### src/rtl/md5_pkg.sv
// Shared constants and state type for the MD5 byte-stream padding front end.
package md5_pkg;

  localparam int unsigned MD5_BLOCK_BYTES = 64;
  localparam int unsigned MD5_LEN_OFFSET  = 56;
  localparam logic [7:0]  MD5_PAD_BYTE    = 8'h80;

  typedef enum logic [1:0] {
    StFill,
    StPad,
    StLenBlk,
    StEmit
  } md5_pad_state_t;

endpackage

### src/rtl/md5_pad.sv
// Packs message bytes into 512-bit MD5 blocks and appends 0x80, zero fill and the
// 64-bit little-endian bit length; blocks leave on a valid/ready port.
module md5_pad
  import md5_pkg::*;
#(
  parameter int unsigned LEN_W = 64
) (
  input  logic         clk,
  input  logic         rst,
  input  logic [7:0]   in_data,
  input  logic         in_valid,
  input  logic         in_last,
  output logic         in_ready,
  output logic [511:0] blk_data,
  output logic         blk_valid,
  output logic         blk_first,
  output logic         blk_last,
  input  logic         blk_ready
);

  localparam int unsigned LenLsb = MD5_LEN_OFFSET * 8;

  md5_pad_state_t   state_q, state_d;
  md5_pad_state_t   after_q, after_d;
  logic [511:0]     buf_q, buf_d;
  logic [5:0]       idx_q, idx_d;
  logic [LEN_W-1:0] len_q, len_d;
  logic             first_pend_q, first_pend_d;
  logic             last_q, last_d;

  always_comb begin
    state_d      = state_q;
    after_d      = after_q;
    buf_d        = buf_q;
    idx_d        = idx_q;
    len_d        = len_q;
    first_pend_d = first_pend_q;
    last_d       = last_q;

    unique case (state_q)
      StFill: begin
        if (in_valid) begin
          buf_d[{idx_q, 3'b000} +: 8] = in_data;
          len_d = len_q + LEN_W'(8);
          idx_d = idx_q + 6'd1;
          if (idx_q == 6'd63) begin
            // A full block goes out first; a final byte here pads into a fresh block.
            state_d = StEmit;
            last_d  = 1'b0;
            after_d = in_last ? StPad : StFill;
          end else if (in_last) begin
            state_d = StPad;
          end
        end
      end

      StPad: begin
        for (int unsigned k = 0; k < MD5_BLOCK_BYTES; k++) begin
          if (k > 32'(idx_q)) buf_d[k*8 +: 8] = 8'h00;
        end
        buf_d[{idx_q, 3'b000} +: 8] = MD5_PAD_BYTE;
        if (idx_q < 6'(MD5_LEN_OFFSET)) begin
          buf_d[LenLsb +: 64] = 64'(len_q);
          last_d  = 1'b1;
          after_d = StFill;
        end else begin
          last_d  = 1'b0;
          after_d = StLenBlk;
        end
        state_d = StEmit;
      end

      StLenBlk: begin
        buf_d               = '0;
        buf_d[LenLsb +: 64] = 64'(len_q);
        last_d              = 1'b1;
        after_d             = StFill;
        state_d             = StEmit;
      end

      StEmit: begin
        if (blk_ready) begin
          buf_d        = '0;
          idx_d        = '0;
          first_pend_d = 1'b0;
          state_d      = after_q;
          if (last_q) begin
            len_d        = '0;
            first_pend_d = 1'b1;
          end
        end
      end

      default: state_d = StFill;
    endcase
  end

  always_ff @(posedge clk or posedge rst) begin
    if (rst) begin
      state_q      <= StFill;
      after_q      <= StFill;
      buf_q        <= '0;
      idx_q        <= '0;
      len_q        <= '0;
      first_pend_q <= 1'b1;
      last_q       <= 1'b0;
    end else begin
      state_q      <= state_d;
      after_q      <= after_d;
      buf_q        <= buf_d;
      idx_q        <= idx_d;
      len_q        <= len_d;
      first_pend_q <= first_pend_d;
      last_q       <= last_d;
    end
  end

  assign in_ready  = (state_q == StFill) && !rst;
  assign blk_valid = (state_q == StEmit);
  assign blk_data  = buf_q;
  assign blk_first = blk_valid && first_pend_q;
  assign blk_last  = blk_valid && last_q;

endmodule

### config.mk
export PLATFORM = sky130hd
export DESIGN_NAME = md5_pad
export DESIGN_NICKNAME = d
export VERILOG_FILES = /design/src/rtl/md5_pkg.sv /design/src/rtl/md5_pad.sv
export SDC_FILE = /design/constraint.sdc
export NUM_CORES = 1
export LEC_CHECK = 0
export CAP_MARGIN = 10
export CORE_ASPECT_RATIO = 1.25
export CORE_MARGIN = 1
export CORE_UTILIZATION = 50
export CTS_BUF_LIST = sky130_fd_sc_hd__clkbuf_8
export CTS_CLUSTER_SIZE = 12
export DETAILED_ROUTE_END_ITERATION = 8
export PLACE_DENSITY = 0.82
export SLEW_MARGIN = 20
export SYNTH_ARGS = -nofsm -noshare
export SYNTH_HDL_FRONTEND = slang
export SYNTH_SLANG_ARGS = --single-unit
### constraint.sdc
create_clock -name clk -period 62.9 [get_ports clk]
set_input_delay 18.87 -clock clk [delete_from_list [all_inputs] [get_ports clk]]
set_output_delay 18.87 -clock clk [all_outputs]
set_load 0.02 [all_outputs]
-- After elaboration in Yosys (flattened, before gate mapping)
Index checks and enable logic that the tools add are counted.
- register bits after elaboration: 588
- output and inout port bits: 516
- $add $sub $neg: 3
- shift operators: 3
- mux-type cells: 154
- $lt $le $gt $ge: 64
- reduce and logical (&&, ||, !) cells: 14
- equality and inequality tests: 9
- operators by type and width (cell ; number):
    one-hot mux 512 bit (4 select lines) ; 1
    bitwise mux 512 bit ; 2
    2-to-1 mux 512 bit ; 2
    2-to-1 mux 8 bit ; 126
    variable shift 8 x 11 -> 512 bit (first input constant) ; 1
    variable part select 8 x 11 -> 512 bit ; 1
    variable part select 8 x 11 -> 512 bit (first input constant) ; 1
    2-to-1 mux 64 bit ; 4
    > comparator 6 bit (first input constant) ; 32
    one-hot mux 64 bit (2 select lines) ; 1
    > comparator 5 x 6 -> 1 bit (first input constant) ; 16
    adder 64 x 4 -> 64 bit (second input constant) ; 1
    > comparator 4 x 6 -> 1 bit (first input constant) ; 8
    > comparator 3 x 6 -> 1 bit (first input constant) ; 4
    2-to-1 mux 2 bit ; 7
    > comparator 2 x 6 -> 1 bit (first input constant) ; 2
    2-to-1 mux 6 bit ; 2
    one-hot mux 2 bit (3 select lines) ; 2
    one-hot mux 6 bit (2 select lines) ; 1
    negation 9 -> 11 bit ; 1
    AND reduction 3 bit ; 3
    adder 6 x 1 -> 6 bit (second input constant) ; 1
    == test 6 bit (second input constant) ; 1
    > comparator 1 x 6 -> 1 bit (first input constant) ; 1
    16 further kinds ; 26

-- Depth between registers and ports, before layout
Gate-level depths: netlist of run 1.
- depth after elaboration: 6
- mapped depth: 13

-- Least setup slack after synthesis of run 1
OpenSTA, ideal clock, no wires.
- path type: input-to-output
- from: in rst
- to: out in_ready
- path buffers: 0
- required time: 44030 ps
- data arrival time: 19150 ps
- setup slack: 24880 ps
- stages on the path: 1
- cells stage by stage: nor2_1
- word-level cells in the longest chain between the ends: 2
- ends and longest elaborated chain (what ; RTL line ; source):
    from (decl) ; md5_pad.sv:9 ; input logic rst,
    zero test 1 bit ; md5_pad.sv:118 ; assign in_ready = (state_q == StFill) && !rst;
    logical AND 1 bit ; md5_pad.sv:118 ;
    to (decl) ; md5_pad.sv:13 ; output logic in_ready,
No other way between the ends.

-- Worst setup path after layout of run 1
Same ends and word-level chain as after synthesis.

==> results of run 1 <==
## cells in the mapped netlist (all sizes together) (36+ instances only)
cell	count
nand3	73
nor3	51
and2	40
o21ai	256
clkbuf	98
inv	36
a21oi	110
buf	41
a22o	195
nor2	168
dfrtp	584
o2bb2ai	153
nand2	272
## cell families after synthesis
group / Yosys count / synth area share [%]
buffers and inverters: 178 / 2.84
muxes: 12 / 0.464
adders and majority gates: 10 / 0.484
DFF: 585 / 56.6
AOI/OAI and AO/OA: 871 / 23.8
xor gates and xnor gates: 54 / 1.86
and+or+nand+nor: 729 / 13.9
## report_power, final
part           internal (W)  switching [W]
clock network      0.000180       0.000157
registers          0.000393      0.0000150
logic              0.000107       0.000372
## worst max-delay path: stages
cell,delay (ps)
clkdlybuf4s50_1,510
nor2_1,130
clkdlybuf4s50_1,610
## metal layers
metal	vias up	global-route usage, %	part of all wire [%]
met1	11700	47.6	36
met5	-	0	0
met2	1604	60.9	46
li1	10100	-	-
met4	0	25.4	6.7
met3	390	11.2	11
## cell type report
cell class                 instances  share of cell area [%]
multi-input combinational       1676                    31.2
sequential                       585                    43.4
clock inverter                    44                   0.809
tap                              658                    2.44
antenna                            6                  0.0446
clock buffer                     120                    4.90
inverter                          39                   0.457
timing repair buffer             570                    16.7
## worst max path at each step
stage	startpoint	endpoint	slack [ps]	depth (start not counted)
2_1_floorplan	rst	in_ready	24880	1
3_3_place_gp	rst	in_ready	23890	3
3_5_place_dp	rst	in_ready	23900	3
4_1_cts	rst	in_ready	23900	3
5_1_grt	rst	in_ready	23880	3
6_report	rst	in_ready	23910	3
## flip-flops by register name, indices dropped and copies added (netlist names)
register      cells
blk_data        512
len_q            61
idx_q             6
after_q           2
state_q           2
first_pend_q      1
last_q            1
## metrics by stage
| step | utilization [%] | total power, W | setup slack, ps | cells |
|---|---|---|---|---|
| 3_3_place_gp | 62.5 | 0.000865 | 23890 | 3528 |
| 6_report | 66.4 | 0.00122 | 23910 | 3698 |
| 4_1_cts | 66.3 | 0.00121 | 23900 | 3692 |
| 2_1_floorplan | - | 0.000685 | 24880 | 2439 |
| 3_5_place_dp | 62.5 | 0.000872 | 23900 | 3528 |
| 5_1_grt | 66.4 | 0.00126 | 23880 | 3694 |
==> run metrics, run 1 <==
initial antenna violation count 5; Die Y about 260 um; Chip Width 205 um; outcome finished, final reports clean; average wire per standard cell ~28 um; Hold Slack 461 ps; Layout Nets 2985; CP Class in -> out; area delta synth->final 30.3%; final wirelength 103000 um; share of cells above drive strength 1 8.44%; # fillers 3894; Iteration-0 DRC Markers between 2000 and 2500; Vias/cell 6.43; Register Area 14600 um2; Residual DRC 0; Pins Over Slew Limit 0; CTS tree built; Post-synth EDFFs 0; crit path launch type input pin; worst r2r src idx_q[0]; clk root buf clkbuf_8; PostCTS Resize Cnt 0; worst-case reg-to-reg path depth 8; footprint of the multi-input gates 10500 um2; Worst EP arrival a little over 20000 ps; drt first pass iters 6; Max-slew headroom 22.2%; top cell type's share of synthesized area between 50% and 60%; mapped cell area about 26000 um2; Async SR Flop Fraction 100%; final setup fails 0; CP max FO 2; GRT overflow 0; port bufs 528; top cells by area, synth dfrtp_1 57%, a22o_1 6.6%, o2bb2ai_1 5.2%; Hold Crit Depth 2; Ports 529; routability cong. between 1 and 1.5; CTS Buf Count 90; maxcap violations 0; Period minus WS final 38990 ps; Slew @ Worst Pin 1160 ps; postcts setup bufs 0; Rows 92; Post-Syn Nets 2462; initial core utilization between 50% and 60%; CP Capture Type output port; sequential fraction of the synthesis area 56.6%; Pwr Density 36.3 nW/um2; Clock Tree Buf Depth 3; core area approximately 51000 um2; worst clock skew around 23 ps; Synth Warn # 0; DIE AREA 52600 um2; hold path start first_pend_q; HPWL after DPL 73300 um; Hold Crit Class reg -> reg; most frequent cells in the layout 584 x dfrtp_1, 528 x clkdlybuf4s50_1, 270 x nand2_1; Syn Inst Count 2439; Placement Cell Area 31700 um2; Yosys reg bits 585; ys flop type dfrtp_1; Worst R2R End blk_data[472]; Final Hold Fails 0; final period utilization between 60% and 70%; Global Route Usage Sum 39.2%; RSZ-0062 raised after global routing no; Static Leak 14.4 nW; clock latency on the worst-skew pair 710 ps; Required @ worst endpoint ~44000 ps; routed via count 23800; worst vdd ir around 0.024 mV; vias in the first global route about 24000; commonest non-fill, non-tap cell in the layout dfrtp_1; Synth area leader dfrtp_1; Hold EP first_pend_q; clock sink total 585; synth unique cells 92; post-detailed-route count of antenna-violating nets 0; Fin Setup TNS 0 ps; maximum clock frequency 25.6 MHz; largest net degree at the start of global routing roughly 170; H-tree depth 3; first-pass GRT wire length 154000 um; post-route cell area 33700 um2; Avg Inst Size Synth around 11 um2; r2r setup slk between 50000 and 60000 ps; hold bufs inserted after CTS 0; clk slew on worst S/H paths 60 ps
(Power assumes the default switching activity.)
==> inputs of run 2 (changes only) <==
--- a/config.mk
+++ b/config.mk
@@ -8,7 +8,7 @@
 export CAP_MARGIN = 10
 export CORE_ASPECT_RATIO = 1.25
 export CORE_MARGIN = 1
-export CORE_UTILIZATION = 50
+export CORE_UTILIZATION = 48
 export CTS_BUF_LIST = sky130_fd_sc_hd__clkbuf_8
 export CTS_CLUSTER_SIZE = 12
 export DETAILED_ROUTE_END_ITERATION = 8
==> constraint.sdc (replaced) <==
create_clock -name clk -period 33.3 [get_ports clk]
set_input_delay 9.99 -clock clk [delete_from_list [all_inputs] [get_ports clk]]
set_output_delay 9.99 -clock clk [all_outputs]
set_load 0.02 [all_outputs]
==> run 2 against run 1 <==
Net effect:
- sequential cell count is the same
- largest power group unchanged
- largest cell class unchanged
- first-iteration DRC count up 7.7%
- register-to-register slack worse by 30000 ps
- combinational power increased by 89%
==> run metrics, run 2 (synthesized netlist as in run 1, its figures left out) <==
outcome finished, final reports clean; Chip Width 210 um (+2.0%); share of cells above drive strength 1 8.18% (-0.25 points); Die Y 262 um (+2.0%); net load switching power 0.00103 W (+89%); worst clock skew 19.9 ps (-2.78 ps); Final Hold Fails 0 (unchanged); post-route cell area 33700 um2 (about the same); CTS Buf Count 91 (+1.1%); Reg power frac 33.2% (about the same); GR Util met2 59.3% (-1.7 points); Placement Cell Area 31700 um2 (-0.13%); maximum clock frequency between 40 and 50 MHz; average wire per standard cell 28.1 um (+0.84%); CP max FO 2 (unchanged); Vias/cell 6.46 (+0.42%); Layout Nets 2979 (-0.20%); clk root buf clkbuf_8; Comb power frac 38.9% (-0.2 points); Required @ worst endpoint 23310 ps (-20720 ps); Sw Ratio 44.3% (-0.16 points); DP Cell Count 3534 (+0.17%); drt first pass iters 7 (+1); Global Route Usage Sum 37.4% (-1.8 points); CP Class in -> out; maxcap violations 0 (unchanged); share of the core filled with cells 63.7% (-2.7 points); Period minus WS final 21260 ps; Clock Tree Buf Depth 3 (unchanged); routed via count 23900 (+0.28%); DIE AREA 54800 um2 (+4.1%); Pwr Density 68.8 nW/um2 (+90%); fin cells 3693 (-0.14%); HPWL after DPL 74100 um (+1.0%); Ports 529 (unchanged); GRT overflow 0 (unchanged); area delta synth->final 30.3% (about the same); worst vdd ir 0.0379 mV (+59%); clk slew on worst S/H paths 60 ps (about the same); Iteration-0 DRC Markers 2524 (+7.7%); port bufs 528 (unchanged); hold bufs inserted after CTS 0 (unchanged); Pins Over Slew Limit 0 (unchanged); # fillers 4165 (+7.0%); final setup fails 0 (unchanged); Max-slew headroom 12.4% (-9.8 points); Int Power 0.00129 W (+90%); clock latency on the worst-skew pair 710 ps (about the same); M3 GR Usage 10.0% (-1.2 points); most frequent cells in the layout 583 x dfrtp_1, 528 x clkdlybuf4s50_1, 270 x nand2_1; GR Util met1 45.8% (-1.8 points); largest net degree at the start of global routing 194 (+13%); Rows 94 (+2.2%); CTS tree built; Hold Crit Class reg -> reg; final period utilization 63.8%; crit path launch type input pin; Residual DRC 0 (unchanged); Static Leak 14.3 nW (-0.34%); Worst EP arrival 11270 ps (-8850 ps); gr busiest metal met2; clock share of power 27.8% (+0.3 points); number of flip-flops under the largest register name 512 (unchanged); post-detailed-route count of antenna-violating nets 0 (unchanged); Hold Slack 478 ps (+16.7 ps); initial antenna violation count 3 (-2); initial core utilization 48.9% (-2.1 points); RSZ-0062 raised after global routing no; core area 52900 um2 (+4.3%); Slew @ Worst Pin 1300 ps (+146 ps); final wirelength 104000 um (+0.70%); clock sink total 585 (unchanged); CP Capture Type output port; first-pass GRT wire length 152000 um (-1.0%); PostCTS Resize Cnt 0 (unchanged); vias in the first global route 23700 (-2.0%); H-tree depth 3 (unchanged); Fin Setup TNS 0 ps (unchanged); routability cong. 1.02 (-3.2%); commonest non-fill, non-tap cell in the layout dfrtp_1; postcts setup bufs 0 (unchanged)
[run 2: cell types whose count changed in the layout (fill, tap and decap cells not counted), moves of 2 or more]
cell        delta
buf_4          -7
bufinv_16      +2
clkinv_2       -3
inv_6          -2
inv_1          -5
clkinvlp_4     -2
diode_2        -3
[run 2: per-stage QoR]
step	setup WS, ps	total power (W)
after CTS	12050	0.00229
after global routing	11990	0.00239
after detailed placement	12050	0.00165
final	12040	0.00232
after floorplan	6940	0.00129
after global placement	12040	0.00163
[run 2: routing by layer]
metal / up-vias / routed length [um]
met4: 2 / 6080
met5: - / 17
met2: 1526 / 48800
met3: 314 / 10400
met1: 12000 / 38700
li1: 10000 / -
[run 2: layout make-up]
| type | count | area, um2 | share of cell area, % |
|---|---|---|---|
| multi-input combinational | 1676 | 10500 | 31.2 |
| inverter | 39 | 154 | 0.457 |
| tap | 672 | 841 | 2.50 |
| antenna | 3 | 7.51 | 0.0223 |
| clock buffer | 120 | 1650 | 4.90 |
| clock inverter | 35 | 278 | 0.825 |
| sequential | 585 | 14600 | 43.5 |
| timing repair buffer | 563 | 5590 | 16.6 |
[run 2: critical path, cell delays in order]
cell,delay (ps)
clkdlybuf4s50_1,520
nor2_1,140
clkdlybuf4s50_1,610
[run 2: path summary, 6_finish.rpt]
kind	cells after the start	from	slack (ps)	to
max	3	rst	12040	in_ready
min	2	first_pend_q	480	first_pend_q
max reg2reg	8	idx_q[1]	28220	blk_data[210]
min reg2reg	2	first_pend_q	480	first_pend_q
max in group asynchronous	5	rst	21310	blk_data[38]
min in group asynchronous	2	rst	9790	blk_data[304]
[run 2: power by group through the flow]
| stage | Combinational, W | Clock (W) | Sequential [W] |
|---|---|---|---|
| after detailed placement | 0.000864 | 0 | 0.000782 |
| after global routing | 0.000937 | 0.000683 | 0.000772 |
| after global placement | 0.000848 | 0 | 0.000781 |
| final | 0.000903 | 0.000646 | 0.000770 |
| after floorplan | 0.000493 | 0 | 0.000802 |
| after CTS | 0.000867 | 0.000652 | 0.000769 |
